$ cat config.mk
export PLATFORM = sky130hd
export DESIGN_NAME = fetch_pc_queue
export DESIGN_NICKNAME = d
export VERILOG_FILES = /design/src/rtl/fetch_pc_queue.sv
export SDC_FILE = /design/constraint.sdc
export NUM_CORES = 1
export LEC_CHECK = 0
export ABC_AREA = 1
export CAP_MARGIN = 5
export CORE_ASPECT_RATIO = 1.2
export CORE_MARGIN = 1.5
export CORE_UTILIZATION = 35
export DETAILED_ROUTE_END_ITERATION = 10
export PLACE_DENSITY_LB_ADDON = 0.1
export SYNTH_ARGS = -nofsm -noshare
export SYNTH_HDL_FRONTEND = slang
export SYNTH_SLANG_ARGS = --single-unit
$ cat constraint.sdc
create_clock -name clk_i -period 3.9 [get_ports clk_i]
set_input_delay 0.39 -clock clk_i [delete_from_list [all_inputs] [get_ports clk_i]]
set_output_delay 0.39 -clock clk_i [all_outputs]
set_load 0.005 [all_outputs]
$ cat src/rtl/fetch_pc_queue.sv
// Instruction-fetch front end: owns the fetch PC, issues credit-limited requests
// to an in-order variable-latency memory and buffers responses with their PCs.
module fetch_pc_queue #(
  parameter logic [31:0] RESET_PC  = 32'h0000_0000,
  parameter int unsigned QDEPTH    = 2,
  parameter logic [31:0] NOP_INSTR = 32'h0000_0013
) (
  input  logic        clk_i,
  input  logic        reset_i,
  input  logic        pc_select_i,
  input  logic [31:0] pc_branch_i,
  input  logic        stall_i,
  output logic        imem_req_o,
  output logic [31:0] imem_addr_o,
  input  logic        imem_ready_i,
  input  logic        imem_rvalid_i,
  input  logic [31:0] imem_rdata_i,
  output logic        instr_valid_o,
  output logic [31:0] instruction_o,
  output logic [31:0] pc_o,
  output logic [31:0] pc_src_o
);

  localparam int unsigned PW = $clog2(QDEPTH);
  localparam int unsigned CW = PW + 1;
  localparam logic [CW:0] LIMIT = QDEPTH[CW:0];

  logic [31:0]   fetch_pc_q, fetch_pc_d;
  logic [31:0]   resp_pc_q, resp_pc_d;
  logic [31:0]   q_instr_q [QDEPTH];
  logic [31:0]   q_pc_q    [QDEPTH];
  logic [PW-1:0] wr_ptr_q, rd_ptr_q;
  logic [CW-1:0] count_q, count_d;
  logic [CW-1:0] outst_q, outst_d;
  logic [CW-1:0] drop_q, drop_d;

  logic [31:0] target;
  logic        empty, pop, push, drop, transfer;
  logic [CW:0] used;

  always_comb begin
    target   = {pc_branch_i[31:2], 2'b00};
    empty    = (count_q == '0);
    pop      = !empty && !stall_i && !pc_select_i;
    drop     = imem_rvalid_i && (drop_q != '0);
    push     = imem_rvalid_i && !drop && !pc_select_i;
    // A slot freed by this cycle's pop is already usable, which keeps a
    // 1-cycle memory streaming at one instruction per cycle.
    used     = {1'b0, outst_q} + {1'b0, count_q} - (CW+1)'(pop);
    imem_req_o  = !reset_i && !pc_select_i && (used < LIMIT);
    imem_addr_o = fetch_pc_q;
    transfer = imem_req_o && imem_ready_i;

    outst_d = outst_q + CW'(transfer) - CW'(imem_rvalid_i);

    drop_d = drop_q;
    if (pc_select_i)
      drop_d = outst_q - CW'(imem_rvalid_i);
    else if (drop)
      drop_d = drop_q - CW'(1);

    fetch_pc_d = fetch_pc_q;
    if (pc_select_i)
      fetch_pc_d = target;
    else if (transfer)
      fetch_pc_d = fetch_pc_q + 32'd4;

    resp_pc_d = resp_pc_q;
    if (pc_select_i)
      resp_pc_d = target;
    else if (push)
      resp_pc_d = resp_pc_q + 32'd4;

    count_d = count_q;
    if (pc_select_i)
      count_d = '0;
    else
      count_d = count_q + CW'(push) - CW'(pop);
  end

  always_ff @(posedge clk_i or posedge reset_i) begin
    if (reset_i) begin
      fetch_pc_q <= RESET_PC;
      resp_pc_q  <= RESET_PC;
      wr_ptr_q   <= '0;
      rd_ptr_q   <= '0;
      count_q    <= '0;
      outst_q    <= '0;
      drop_q     <= '0;
    end else begin
      fetch_pc_q <= fetch_pc_d;
      resp_pc_q  <= resp_pc_d;
      count_q    <= count_d;
      outst_q    <= outst_d;
      drop_q     <= drop_d;
      if (pc_select_i) begin
        wr_ptr_q <= '0;
        rd_ptr_q <= '0;
      end else begin
        if (push) wr_ptr_q <= wr_ptr_q + PW'(1);
        if (pop)  rd_ptr_q <= rd_ptr_q + PW'(1);
      end
    end
  end

  always_ff @(posedge clk_i) begin
    if (push) begin
      q_instr_q[wr_ptr_q] <= imem_rdata_i;
      q_pc_q[wr_ptr_q]    <= resp_pc_q;
    end
  end

  always_comb begin
    instr_valid_o = !empty;
    instruction_o = empty ? NOP_INSTR : q_instr_q[rd_ptr_q];
    pc_o          = empty ? resp_pc_q : q_pc_q[rd_ptr_q];
    pc_src_o      = pc_o + 32'd4;
  end

endmodule

# After elaboration in Yosys (flattened, before gate mapping)
# Memory sizes are Yosys's and may differ from the RTL's.
# Cells that the tools add are included.
dict set report op_classes {
  addsub 13
  mul 0
  n_div 0
  magnitude_cmp 1
  n_eq_ne 0
  shift 0
  n_mux 15
  bitwise_logic 0
  n_reduce_logical 19
}
# op n
set op_table {}
lappend op_table {{32-bit 2-to-1 mux} 6}
lappend op_table {{32-bit by 3-bit adder with 32-bit output (second input constant)} 3}
lappend op_table {{2-bit nonzero test} 5}
lappend op_table {{1-bit logical AND} 8}
lappend op_table {{1-bit 2-to-1 mux} 6}
lappend op_table {{2-bit 2-to-1 mux} 3}
lappend op_table {{2-bit by 1-bit subtractor with 2-bit output} 3}
lappend op_table {{1-bit zero test} 5}
lappend op_table {{2-bit by 1-bit adder with 2-bit output} 2}
lappend op_table {{2-bit by 2-bit adder with 3-bit output} 1}
lappend op_table {{3-bit by 2-bit < comparator with 1-bit output (second input constant)} 1}
lappend op_table {{3-bit by 1-bit subtractor with 3-bit output} 1}
lappend op_table {{1-bit adder (second input constant)} 2}
lappend op_table {{2-bit zero test} 1}
lappend op_table {{2-bit by 1-bit subtractor with 2-bit output (second input constant)} 1}
dict set report totals {
  regBits 72
  latchBits 0
  ramBits 128
  romBits 0
  in_bits 70
  wordCells 57
  memories 2
}
# memory depth word_bits read_ports rd_ports_with_merged_regs write_ports line_no
set memory_table {}
lappend memory_table {q_instr_q 2 32 1 0 1 30} ;# logic [31:0] q_instr_q [QDEPTH];
lappend memory_table {q_pc_q 2 32 1 0 1 31} ;# logic [31:0] q_pc_q [QDEPTH];

# Logic depth before layout (Yosys ltp)
# Gate-level depths: netlist of run 1.
dict set report logic_depth {
  word_depth 10
  mapped_depth 20
}

# Least setup slack after synthesis of run 1
# No wires, ideal clock.
dict set report synth_timing {
  path_type {register to register}
  startpoint {register drop_q[0]}
  endpoint {memory q_instr_q[1][0] (enable)}
  arrival_time_ns 3.861
  path_slack_ns -0.443
  path_stages_with_launch 8
  path_buffers 1
  path_cell_list {dfrtp_1 inv_1 ha_1 nand2_1 nor2_2 inv_1 buf_1 nor2_1}
}
dict set report synth_between {
  elab_chain_len 7
}
# item line_no
set synth_rtl {}
lappend synth_rtl {{start, declared} 35} ;# logic [CW-1:0] drop_q, drop_d;
lappend synth_rtl {{start signal, assigned} 95} ;# drop_q <= drop_d;
lappend synth_rtl {{2-bit nonzero test} 45} ;# drop = imem_rvalid_i && (drop_q != '0);
lappend synth_rtl {{1-bit logical AND} 45}
lappend synth_rtl {{1-bit zero test} 46} ;# push = imem_rvalid_i && !drop && !pc_select_i;
lappend synth_rtl {{1-bit logical AND (2 in series)} 46}
lappend synth_rtl {{1-bit 2-to-1 mux} 107} ;# if (push) begin
lappend synth_rtl {{1-bit 2-to-1 mux (implied by the code)} 108} ;# q_instr_q[wr_ptr_q] <= imem_rdata_i;
lappend synth_rtl {{end, declared} 30}
# No other way between the ends.

# Final worst setup path of run 1
dict set report layout_timing {
  startpoint {register count_q[1]}
  endpoint {output pc_src_o[28]}
}
dict set report layout_between {
  elab_chain_len 3
}
# item line_no
set layout_rtl {}
lappend layout_rtl {{start, declared} 33} ;# logic [CW-1:0] count_q, count_d;
lappend layout_rtl {{start signal, assigned} 93} ;# count_q <= count_d;
lappend layout_rtl {{2-bit zero test} 43} ;# empty = (count_q == '0);
lappend layout_rtl {{32-bit 2-to-1 mux} 116} ;# pc_o = empty ? resp_pc_q : q_pc_q[rd_ptr_q];
lappend layout_rtl {{32-bit by 3-bit adder with 32-bit output} 117} ;# pc_src_o = pc_o + 32'd4;
lappend layout_rtl {{end, declared} 21} ;# output logic [31:0] pc_src_o
# No other way between the ends.

==> impl_results.md, run 1 <==
- Clock buffers created by TritonCTS: 17
- Reg-to-reg setup timing slack: 0.60 ns
- Post-detailed-route count of antenna-violating nets: 0
- Cell-internal power: between 4 and 5 mW
- Antenna cell count: 0
- Number of synthesized flops with an enable pin: about 120
- Shortest period the worst path allows: between 3 and 4 ns
- Clock power frac: approximately 23%
- Mean area per synthesized cell: roughly 8.0 sq um
- Height of the chip: about 200 um
- Fraction of registers with async set/reset: 35.4%
- Clock latency on the worst-skew pair: around 0.45 ns
- Violation count after the first detailed-routing iteration: 713
- Yosys synthesis warning count: 0
- Path category of the worst min-delay check: reg2reg
- Final weighted congestion in routability-driven placement: 0.891
- Most used DFF post-synth: edfxtp_1
- Ranking of synthesized cells by instance count: 520 x nand2_1, 124 x edfxtp_1, 122 x inv_1
- Post-synthesis sequential area ratio: between 40% and 50%
- Number of register bits inferred by synthesis: 192
- Worst clock skew: 0.0188 ns
- TNS Setup: 0 ns
- Post-detailed-placement half-perimeter wirelength: about 24000 um
- Worst Path Class, Setup: reg2out
- Number of antenna violations at the first check in global routing: 0
- Utilization after layout: a little under half
- Largest net degree at the start of global routing: a little under 70
- Detailed-route vias per instance: ~4.9
- Clock sink count: between 150 and 200
- Area Growth Syn to Fin: 26.9%
- Switching share of total power: 38.5%
- Areal power density over the cells: roughly 550 nW/um^2
- Mapped Cells: ~1400
- Number of nets in the layout: ~1600
- Final hold violations: 0
- Post-route non-filler standard cell count: just under 2000
- Sequential fraction of design power: between 30% and 40%
- Total of endpoints with negative setup slack in the final report: 0
- Total placed instance area: approximately 13000 sq um
- Post-synthesis cell type with the largest combined area: edfxtp_1
- Clock slew at the register clock pins of the worst setup and hold paths: around 0.090 ns
- Required arrival time at the worst endpoint: around 3.5 ns
- Number of placed cells counting well taps: 1943
- Power share of the combinational group: a little over two fifths
- Remaining global-route overflow: 0
- Combined area of all synthesized cells: 11000 sq um
- Leading cell type by number of instances after synthesis: nand2_1
- Crit path max fanout: between 50 and 60
- Total number of placement rows: 70
- Max Fclk: around 280 MHz
- Nature of the critical path startpoint: flop
- Cell at the root of the clock tree: clkbuf_16
- # Max-Cap Violations: 0
- Arrival time at the worst endpoint: 3.20 ns
- Effective utilization at floorplan: between 30% and 40%
- Buffer depth of the longest clock path: 2
- Number of global-route vias before repair: approximately 9300
- Post-CTS setup buffers: 0
- Number of buffers inserted by hold repair at cts: 0
- Final worst-path cycle share: 92.0%
- Total Routing Usage GR: between 20% and 30%
- Input/output buffers: about 190
- Max-Slew Margin vs Limit: a little over a third
- Global-route wire length before repair: between 50000 and 60000 um
- Overall die width: approximately 160 um
- Cell types occupying the most area after synthesis: edfxtp_1 34%, nand2_1 18%, dfrtp_1 15%
- Layout cell share with drive strength beyond 1: around 8.5%
- Category of the worst setup path capture point: primary output
- Distinct cells, synth: 42
- Clock tree from TritonCTS: yes
- Static leakage: 5.81 nW
- Post-route cell area: about 14000 sq um
- Outcome: finished, final reports clean
- Die area: around 33000 sq um
- Peak VDD IR: between 0.2 and 0.25 mV
- Slew at the pin closest to its max-slew limit: ~0.95 ns
- Max-slew violation count: 0
- Setup repair after global routing missed its margin: false
- Top-level port count: 200
- Core outline area: between 30000 and 40000 sq um
- CTS H-tree lvls: 4
- Area share of the largest cell type after synthesis: roughly a third
- Number of iterations in the first detailed-routing pass: 5
- Cells resized by post-CTS repair: 0
- Overall power after layout: roughly 7.7 mW
- Vias post-DR: about 9600
- Switching power summed over all nets: 2.97 mW
- Wirelength per Cell: roughly 16 um
- Routed WL: 32500 um
- Post-route DRC: 0
registers in the layout (all words and copies together) (netlist names):
name and flops:
outst_q 2, imem_addr_o 30, q_pc_q 60, rd_ptr_q 1, count_q 2, wr_ptr_q 1, resp_pc_q 30, drop_q 2
q_instr_q 64
cell usage in the layout (no fill, tap or decap), types with 7 or more instances in the layout:
cell type and instances:
a21oi_1 47, buf_4 14, clkbuf_16 17, clkdlybuf4s50_1 191, dfrtp_1 67, edfxtp_1 124, ha_1 11, inv_1 121
inv_2 8, nand2_1 520, nand2_2 38, nand3_1 94, nand4_1 26, nor2_1 112, nor2_2 16, nor2_4 12
nor3_1 12, o211ai_1 14, o21ai_0 38, o221ai_1 7, xor2_1 32
metal layers:
| layer | part of all wire (%) | vias up | GRT usage [%] | routed length [um] |
|---|---|---|---|---|
| met3 | 4.2 | 44 | 2.81 | 1360 |
| met1 | 46 | 4486 | 27.4 | 14900 |
| met4 | 2.3 | 0 | 7.07 | 744 |
| li1 | - | 4830 | - | - |
| met5 | 0 | - | 0 | 0 |
| met2 | 48 | 258 | 33.9 | 15500 |
metrics by stage:
step | hold slack (ns) | setup WS (ns)
2_1_floorplan | 0.440 | 0.509
3_3_place_gp | 0.491 | 0.357
3_5_place_dp | 0.496 | 0.336
4_1_cts | 0.491 | 0.256
5_1_grt | 0.501 | 0.0439
6_report | 0.511 | 0.312
worst paths after layout:
check | endpoint | cells after the start | start
min in group asynchronous | outst_q[0] | 3 | reset_i
worst max-delay path | pc_src_o[28] | 11 | count_q[1]
worst min-delay path | outst_q[0] | 1 | outst_q[0]
worst max register to register | imem_addr_o[15] | 17 | count_q[1]
max in group asynchronous | rd_ptr_q | 3 | reset_i
worst min register to register | outst_q[0] | 1 | outst_q[0]
power groups by stage:
stage	sequential (mW)	clock, mW	combinational [mW]
floorplan	2.66	0	1.80
global placement	2.74	0	3.25
detailed placement	2.74	0	3.28
CTS	2.70	1.82	3.29
global route	2.74	1.89	3.61
finish	2.70	1.77	3.23
worst max-delay path, stage by stage, from the launching register on:
cell and delay, ns:
dfrtp_1 0.39, inv_2 0.07, nand2_4 0.08, buf_4 0.50, nand2_1 0.14, nand2_2 0.17
ha_1 0.30, inv_1 0.12, nor2_2 0.27, nand3_1 0.11, nand2_1 0.08, clkdlybuf4s50_1 0.49
final cells by class:
class                   instances  area [sq um]
fillers                      3075         16800
flip-flops and latches        192          5430
multi-input cells            1014          4810
repair buffers                210          2120
inverters                     131           499
well taps                     396           495
clock buffers                  17           425
clock inverters                15           185
cell families after synthesis:
| kind of cell | synth area share (%) |
|---|---|
| XOR/XNOR | 2.95 |
| other | 0.0341 |
| adder cells (fa/ha/maj) | 1.43 |
| buffers and inverters | 7.28 |
| AO/OA/AOI/OAI | 6.11 |
| flip-flops | 49.3 |
| AND/OR/NAND/NOR | 32.9 |
(Power assumes the default switching activity.)
==> run 2: changes to the inputs <==
- GPL_TIMING_DRIVEN: not set -> 0
- PLACE_DENSITY: not set -> 0.65
- PLACE_DENSITY_LB_ADDON: 0.1 -> not set
- RECOVER_POWER: not set -> 100
==> run 2 against run 1 <==
Against the previous run:
- cell area rose by 0.37%
- combinational power about the same
- first-iteration DRC count is 8.3% higher
- sequential power about the same
- clock power is 4% lower
- cell count is 1.9% higher
- non-clock buffer count up 34
- routed wire length grew 5.4%
- worst hold slack worse by 0.030 ns
- sequential cell count unchanged
- critical path depth decreased by 3
- critical path type is now in2reg
==> impl_results.md, run 2 (synthesis gave the netlist of run 1 again) <==
- Crit path max fanout: 29
- Number of nets in the layout: about 1700
- Final weighted congestion in routability-driven placement: approximately 0.93
- Core outline area: ~30000 sq um
- Vias post-DR: between 10000 and 15000
- Number of antenna violations at the first check in global routing: 3
- Max-Slew Margin vs Limit: between 7 and 8%
- TNS Setup: 0 ns
- Most used cells in the layout excluding fill and tap cells: 538 x nand2_1, 124 x edfxtp_1, 123 x inv_1
- Detailed-route vias per instance: about 5.0
- Total number of placement rows: 70
- Max Fclk: between 200 and 300 MHz
- Total of endpoints with negative setup slack in the final report: 0
- Clock slew at the register clock pins of the worst setup and hold paths: 0.07 ns
- Utilization after layout: a little under half
- Height of the chip: a little under 200 um
- Number of iterations in the first detailed-routing pass: 5
- Required arrival time at the worst endpoint: slightly above 4 ns
- Multi-input logic area: approximately 4700 sq um
- Clock latency on the worst-skew pair: 0.45 ns
- Global-route wire length before repair: 52900 um
- Post-route non-filler standard cell count: between 2000 and 2500
- Area taken by flip-flops and latches: roughly 5400 sq um
- Effective utilization at floorplan: a little over a third
- Overall power after layout: ~7.6 mW
- Shortest period the worst path allows: 3.72 ns
- Violation count after the first detailed-routing iteration: slightly below 800
- Final worst-path cycle share: a little over nine tenths
- Routed WL: ~34000 um
- Most common cell after layout, fill and taps aside: nand2_1
- # Max-Cap Violations: 0
- Outcome: finished, final reports clean
- Worst clock skew: ~0.016 ns
- Areal power density over the cells: between 500 and 600 nW/um^2
- Fill cell instance count of the final layout: ~3000
- Max reg flops: 64
- Nature of the critical path startpoint: input port
- Area Growth Syn to Fin: 27.3%
- Setup repair after global routing missed its margin: false
- Die area: 32500 sq um
- Buffer depth of the longest clock path: 2
- Category of the worst setup path capture point: flop
- Post-detailed-route count of antenna-violating nets: 0
- Total placed instance area: between 10000 and 15000 sq um
- Top-level port count: 200
- Clock sink count: around 190
- Overall die width: roughly 160 um
- CTS H-tree lvls: 4
- Path category of the worst min-delay check: reg2reg
- Max-slew violation count: 0
- Worst Path Class, Setup: in2reg
- Clock tree from TritonCTS: yes
- Largest net degree at the start of global routing: 54
- Layout cell share with drive strength beyond 1: under 10%
- Post-route DRC: 0
- Registers with the most flip-flops: q_instr_q (64), q_pc_q (60)
- Arrival time at the worst endpoint: 3.85 ns
- Slew at the pin closest to its max-slew limit: ~1.4 ns
- Number of placed cells counting well taps: roughly 2000
- Final hold violations: 0
- Remaining global-route overflow: 0
- Cell at the root of the clock tree: clkbuf_16
- Wirelength per Cell: ~17 um
- Top register by number of flip-flops: q_instr_q
- Number of global-route vias before repair: ~9700
- Clock buffers created by TritonCTS: 17
- Total Routing Usage GR: between 20% and 30%
- Peak VDD IR: approximately 0.32 mV
- Post-detailed-placement half-perimeter wirelength: around 27000 um
- Input/output buffers: 191
- Post-route cell area: 14000 sq um
- Static leakage: between 5 and 6 nW
-- run 2: metrics by stage --
step                hold slack, ns  setup slack (ns)
finish                       0.480             0.175
global placement             0.448             -1.57
floorplan                    0.440             0.509
CTS                          0.222          -0.00774
global route                 0.494            0.0226
detailed placement           0.460            -0.991
-- run 2: layout make-up --
type	count	area share [%]
flip-flops and latches	192	38.7
multi-input cells	1014	33.7
repair buffers	197	14.3
inverters	131	3.57
well taps	396	3.54
clock buffers	18	3.06
plain buffers	47	2.11
clock inverters	14	0.920
diodes	3	0.0536
-- run 2: critical path, stage by stage --
cell and delay [ns]:
dlygate4sd3_1 0.61, buf_2 0.29, nor2_2 0.44, inv_1 0.29, clkbuf_1 0.36, nor2_1 0.90
buf_12 0.30, buf_8 0.25
-- run 2: final timing paths --
path                            depth (start not counted)  slack, ns     startpoint               to
max in group asynchronous                               3       2.64        reset_i    resp_pc_q[10]
worst max-delay path                                    8       0.18    pc_select_i  q_instr_q[1][1]
worst min-delay path                                    0       0.48  resp_pc_q[19]    q_pc_q[1][19]
worst max register to register                          9       0.24      drop_q[0]  q_instr_q[1][1]
worst min register to register                          0       0.48  resp_pc_q[19]    q_pc_q[1][19]
min in group asynchronous                               2       0.53        reset_i       outst_q[0]
-- run 2: repair_timing --
item / in CTS / in global routing
setup endpoints to repair: 22 / 15
buffers inserted: 0 / 1
gates resized for setup: 6 / 3
pin swaps: 0 / 1
hold buffers: 0 / 0
-- run 2: per-layer routing --
metal  vias to the layer above  part of all wire [%]  track usage [%]
li1                       4925                     -                -
met1                      4727                    43             27.9
met2                       371                    49             36.1
met3                        60                   5.5             3.04
met4                         0                   3.0             8.01
met5                         -                     0                0
-- run 2: where the power goes --
group / switching (mW) / internal, mW / leakage (nW) / total [mW]
Sequential: 0.248 / 2.45 / 1.95 / 2.70
Combinational: 1.86 / 1.34 / 3.78 / 3.20
Clock: 0.809 / 0.890 / 0.267 / 1.70
